### src/rtl/alu_arbiter.sv
// alu_arbiter: round-robin share of one external ALU between two requesters with tagged valid/ready responses
// Ports: clk/reset (async, active-high); req0_*/req1_* valid/ready/op/a/b request channels;
//   alu_data1/alu_data2/alu_select drive the ALU, alu_result/alu_zero are sampled back;
//   rsp_valid/rsp_ready/rsp_id/rsp_result/rsp_zero/rsp_err response channel; busy = not idle.
module alu_arbiter #(
  parameter int WIDTH         = 8,
  parameter int SETTLE_CYCLES = 2,
  parameter int OP_MAX        = 3
) (
  input  logic             clk,
  input  logic             reset,
  input  logic             req0_valid,
  output logic             req0_ready,
  input  logic [2:0]       req0_op,
  input  logic [WIDTH-1:0] req0_a,
  input  logic [WIDTH-1:0] req0_b,
  input  logic             req1_valid,
  output logic             req1_ready,
  input  logic [2:0]       req1_op,
  input  logic [WIDTH-1:0] req1_a,
  input  logic [WIDTH-1:0] req1_b,
  output logic [WIDTH-1:0] alu_data1,
  output logic [WIDTH-1:0] alu_data2,
  output logic [2:0]       alu_select,
  input  logic [WIDTH-1:0] alu_result,
  input  logic             alu_zero,
  output logic             rsp_valid,
  input  logic             rsp_ready,
  output logic             rsp_id,
  output logic [WIDTH-1:0] rsp_result,
  output logic             rsp_zero,
  output logic             rsp_err,
  output logic             busy
);
  localparam int CW = SETTLE_CYCLES > 1 ? $clog2(SETTLE_CYCLES) : 1;
  typedef enum logic [1:0] {IDLE, EXEC, RESP} state_t;
  state_t state, next;
  logic last_grant, accept, win, illegal, settled;
  logic [CW-1:0] count;
  logic [2:0] op;
  logic [WIDTH-1:0] a, b;
  always_ff @(posedge clk or posedge reset)
    if (reset) state <= IDLE;
    else state <= next;
  // ready is gated by reset so nothing is offered while reset is held
  always_comb begin
    req0_ready = (state == IDLE) & ~reset & req0_valid & (~req1_valid | last_grant);
    req1_ready = (state == IDLE) & ~reset & req1_valid & (~req0_valid | ~last_grant);
    accept     = req0_ready | req1_ready;
    win        = req1_ready;
    op         = win ? req1_op : req0_op;
    a          = win ? req1_a : req0_a;
    b          = win ? req1_b : req0_b;
    illegal    = op > 3'(OP_MAX);
    settled    = count == CW'(SETTLE_CYCLES - 1);
    next       = state == IDLE ? (accept ? (illegal ? RESP : EXEC) : IDLE) :
                 state == EXEC ? (settled ? RESP : EXEC) :
                 (rsp_ready ? IDLE : RESP);
    rsp_valid  = state == RESP;
    busy       = state != IDLE;
  end
  always_ff @(posedge clk or posedge reset)
    if (reset) begin
      last_grant <= 1'b1;
      count      <= '0;
      alu_data1  <= '0;
      alu_data2  <= '0;
      alu_select <= '0;
      rsp_id     <= 1'b0;
      rsp_result <= '0;
      rsp_zero   <= 1'b0;
      rsp_err    <= 1'b0;
    end else begin
      if (accept) begin
        rsp_id     <= win;
        last_grant <= win;
        if (illegal) begin
          rsp_result <= '0;
          rsp_zero   <= 1'b0;
          rsp_err    <= 1'b1;
        end else begin
          alu_data1  <= a;
          alu_data2  <= b;
          alu_select <= op;
          count      <= '0;
        end
      end
      if (state == EXEC) begin
        count <= count + CW'(1);
        if (settled) begin
          rsp_result <= alu_result;
          rsp_zero   <= alu_zero;
          rsp_err    <= 1'b0;
        end
      end
    end
endmodule
### config.mk
export PLATFORM = sky130hd
export DESIGN_NAME = alu_arbiter
export DESIGN_NICKNAME = d
export VERILOG_FILES = /design/src/rtl/alu_arbiter.sv
export SDC_FILE = /design/constraint.sdc
export NUM_CORES = 1
export LEC_CHECK = 0
export CORE_ASPECT_RATIO = 2
export CORE_UTILIZATION = 35
export DETAILED_ROUTE_END_ITERATION = 16
export DONT_BUFFER_PORTS = 1
export GPL_TIMING_DRIVEN = 0
export PLACE_DENSITY = 0.59
export SETUP_SLACK_MARGIN = 0.02
export SLEW_MARGIN = 20
export SYNTH_ARGS = -nofsm -noshare
export SYNTH_HDL_FRONTEND = slang
export SYNTH_SLANG_ARGS = --single-unit
### constraint.sdc
create_clock -name clk -period 2 [get_ports clk]
set_input_delay 0.2 -clock clk [delete_from_list [all_inputs] [get_ports clk]]
set_output_delay 0.2 -clock clk [all_outputs]
set_load 0.01 [all_outputs]
## Word-level counts from Yosys, hierarchy flattened

Index checks and enable logic that the tools add are counted.

| word-level totals | value |
|---|---|
| bits in registers | 34 |
| logic and storage cells | 57 |
| output and inout port bits | 34 |
| input bits | 52 |

| cells by class | value |
|---|---|
| equality and inequality tests | 3 |
| add/sub/neg operators | 1 |
| bitwise gates (word level) | 13 |
| reduce and logical (&&, ||, !) cells | 5 |
| $lt $le $gt $ge | 1 |
| multiplexer cells | 24 |

Operators by type and width:

| kind | count |
|---|---|
| 2-to-1 mux 8 bit | 6 |
| 2-to-1 mux 2 bit | 6 |
| 2-to-1 mux 1 bit | 11 |
| AND 1 bit | 5 |
| NOT 1 bit | 5 |
| AND reduction 2 bit | 2 |
| nonzero test 2 bit | 2 |
| > comparator 3 x 2 -> 1 bit (second input constant) | 1 |
| 2-to-1 mux 3 bit | 1 |
| OR 1 bit | 3 |
| == test 2 x 1 -> 1 bit (second input constant) | 1 |
| == test 2 bit (second input constant) | 1 |
| zero test 2 bit | 1 |
| != test 2 x 1 -> 1 bit (second input constant) | 1 |
| adder 1 bit (second input constant) | 1 |

## Depth between registers and ports, before layout

| logic depth | value |
|---|---|
| depth after elaboration | 10 |
| gate-level depth with buffers | 5 |
| mapped depth without buffers | 5 |

## Worst setup path after synthesis

Ideal clock, no wire load.

| path | value |
|---|---|
| path type | register to register |
| start point | register state[0] |
| end point | register alu_data1[0] |
| arrival time | 1.508 ns |
| setup time | 0.125 ns |
| setup slack | 0.367 ns |
| stages on the path, launching flop included | 6 |
| clock period less this slack | 1.633 ns |
| buffers on the path | 1 |
| data required time | 1.875 ns |
| path through | dfrtp_1 -> nor3_2 -> nand3b_1 -> o22ai_2 -> buf_6 -> mux2_4 |

| on the way | value |
|---|---|
| word-level cells in the longest chain between the ends | 8 |
| elaborated cells on any way between the ends | 12 |
| classes of those cells | order compare: 1; mux: 2; bitwise: 7; reduce/logical: 2 |

RTL lines:

| item | RTL line | text |
|---|---|---|
| start, declared | 37 | `state_t state, next;` |
| start signal, assigned | 44 | `else state <= next;` |
| zero test 2 bit * | 47, 48 |  |
| AND 1 bit * | 47, 48 |  |
| AND 1 bit (2 in series) | 48 | `req1_ready = (state == IDLE) & ~reset & req1_valid & (~req0_valid \| ~last_grant);` |
| 2-to-1 mux 3 bit | 51 | `op = win ? req1_op : req0_op;` |
| > comparator 3 x 2 -> 1 bit | 54 | `illegal = op > 3'(OP_MAX);` |
| NOT 1 bit (no line) | -- |  |
| AND reduction 2 bit (no line) | -- |  |
| end signal, assigned | 66 | `alu_data1 <= '0;` |
| end signal, assigned | 82 | `alu_data1 <= a;` |
| end, declared | 22 | `output logic [WIDTH-1:0] alu_data1,` |

Mark *: on every way between the ends. The rest lies on a longest branch, timed or not.
A chain may end at the register's enable or synchronous reset.

## Worst setup path after layout

| path | value |
|---|---|
| start point | register state[0] |
| end point | register alu_data1[5] |

The elaborated chain is that of the path after synthesis.

==> results.cfg <==
[run_status]
status = completed

[clock_network]
cts_tree = yes
cts_buffers = 5
clk_pin_slew_ps = 70
numClockSinks = 34
clock_path_buffers = 2
root_buffer = clkbuf_8
ctsHtreeMaxLevel = 2
clock_latency_ps = 270

[synthesis]
syn_area_um2 = 1690
synth_top_family_by_area = multiplexers
synthMuxAreaShare_pct = 31.9
netlist_instances = 112
ys_warn_count = 0
synth_seq_cells = 34
yosysUniqueCellTypes = 20
synth.yosys.seq_area_share_pct = 50.3
synth_xor_area_share_pct = 0
syn_area_per_cell_um2 = 15.1
syn_nets = 164
synth-simple-area-share_pct = 5.17
synth_compound_area_share_pct = 8.35
synthAdderAreaFrac_pct = 0

[critical_path]
cp.arrival_ps = 2020
r2r_end = alu_data1[5]
path_cells = nor3_2 -> nand3b_1 -> o22ai_4 -> buf_6 -> mux2_4
slowest_delay_ps = 420
cp_slowest_cell = dfrtp_1
worst-path-buf-inv = 1
crit_fanout = 10
endpoint_kind = register
start_kind = register
worst-path-stages = 5
reg2reg_depth = 5
critPathKind = reg -> reg
timing.rr.start = state[0]
worstPathRequired_ps = 2160
cp_top_family = simple AND/OR/NAND/NOR gates
r2r_slack_ps = 140

[timing]
fin_crit_sh_pct = 92.9
skew_ps = 0.977
rsz0062_at_grt = no
slew_viol_final = 0
max_slew_margin_pct = 53.2
min_period_ps = 1860
whs_ps = 20.3
finalSetupTns_ps = 0
setup_violations = 0
hold_viol = 0
worstMarginPinSlew_ps = 701
fmax_mhz = 538

[final_layout]
syn2layout_area_growth_pct = 10.5
diodes = 0
nets = 172
final_util_pct = 40.3
drive_above_1_share_pct = 44.6
multi_input_area_um2 = 777
seq_area_um2 = 852
fillCellCount = 471
final_common_cell = mux2_4
layout_common_cells = 36 x mux2_4, 33 x dfrtp_1, 9 x a22o_1
final_area_um2 = 1870

[floorplanning]
die_y_um = 100
io_pins = 86
die_w_um = 51.2
die_area_um2 = 5140
start_util_pct = 36.5
core_area_um2 = 4640
rows = 35

[global_routing]
globalRouteTotalUtil_pct = 13.7
grt_max_degree = 35
grt_pass1_vias = 1052
grt_overflow_total = 0
grt_antenna_before_repair = 0
grt_pass1_wl_um = 5180

[placed_design]
hpwlAfterDp_um = 2450
dpl-instance-area_um2 = 1760
placement.io_buffers = 0
gp_congestion = 0.658

[route]
drcViolationCount = 0
wl_per_cell_um = 19.5
vias = 942
via_per_inst = 5.35
dr.first_iter.drc_count = 14
drt-total-wl_um = 3430
first_pass_iters = 5
ant_nets = 0

[hold_path]
whs_path_depth = 1
holdCritStartpoint = rsp_ready
whs_endpoint = state[1]
hold_class = in -> reg

[power_and_ir_drop]
p_switching_mw = 0.966
p_int_mw = 1.85
pwr_density_cell_nw_per_um2 = 1500
p_comb_share_pct = 31.0
sequentialPowerShare_pct = 50.7
clockPowerShare_pct = 18.3
leakage_nw = 0.918
peakVddDrop_mv = 0.676
switching_share_pct = 34.3
power_mw = 2.81

[job]
maxCapViolations = 0
final cells by class:
| cell class | instances | share of cell area [%] |
|---|---|---|
| inverter | 6 | 1.20 |
| timing repair buffer | 1 | 0.535 |
| clock inverter | 1 | 0.268 |
| buffer | 5 | 2.61 |
| sequential | 34 | 45.6 |
| multi-input combinational | 67 | 41.5 |
| clock buffer | 7 | 4.62 |
| tap | 55 | 3.68 |
metrics by stage:
stage | instances | setup slack [ps]
after detailed placement | 167 | 90.7
final | 176 | 141
after floorplan | 112 | 367
after global placement | 167 | 109
after global routing | 176 | 28.5
after CTS | 176 | 66.9
registers in the layout, summed over array words and instances, names as in the netlist:
register,cells
count,1
alu_select,3
state,2
alu_data1,8
rsp_id,1
rsp_err,1
last_grant,1
alu_data2,8
rsp_zero,1
rsp_result,8
logic make-up (layout without fill, tap and decap cells):
| logic type | Yosys count | in the layout |
|---|---|---|
| multiplexers | 36 | 36 |
| buffers and inverters | 11 | 20 |
| flip-flops | 34 | 34 |
| AO/OA/AOI/OAI | 15 | 15 |
| AND/OR/NAND/NOR | 16 | 16 |
metal layers:
layer	GRT usage [%]	share of wire, %
met4	7.26	2.0
met2	24.5	54
met3	4.24	7.3
met1	13.4	36
met5	0	0
power by group through the flow:
stage                     registers [mW]  logic (mW)  clock network [mW]
after floorplan                     1.35       0.765                   0
after global routing                1.46       0.952               0.572
after detailed placement            1.43       0.873                   0
final                               1.43       0.872               0.515
after CTS                           1.43       0.884               0.547
after global placement              1.42       0.841                   0
synth_stat cells:
cell type / instances / area, µm²
mux2_4: 36 / 541
dfrtp_1: 33 / 826
a22o_1: 9 / 78.8
inv_1: 6 / 22.5
nand2_1: 6 / 22.5
buf_6: 4 / 45.0
nor2_1: 3 / 11.3
o21ai_0: 3 / 15.0
a221oi_1: 1 / 8.76
a221oi_4: 1 / 26.3
and3_2: 1 / 7.51
clkbuf_1: 1 / 3.75
dfstp_2: 1 / 26.3
nand2b_1: 1 / 6.26
nand3_2: 1 / 10.0
nand3b_1: 1 / 7.51
nor2b_1: 1 / 6.26
nor3_2: 1 / 10.0
o22ai_2: 1 / 12.5
or3_1: 1 / 6.26
what timing repair did:
action / in CTS / in global routing
setup endpoints to repair: 0 / 8
setup buffers: 0 / 0
hold buffers: 1 / 0
hold endpoints to repair: 33 / 0
resized for setup: 0 / 1
how the worst max path moves through the flow:
stage                         from  slack, ps            to
final                     state[0]        140  alu_data1[5]
after global routing      state[0]         30  alu_data1[1]
after CTS                 state[0]         70  alu_data1[5]
after detailed placement  state[0]         90  alu_data1[5]
after global placement    state[0]        110  alu_data1[1]
after floorplan           state[0]        370  alu_data1[0]
No activity file was read; power rests on OpenSTA's default activity.
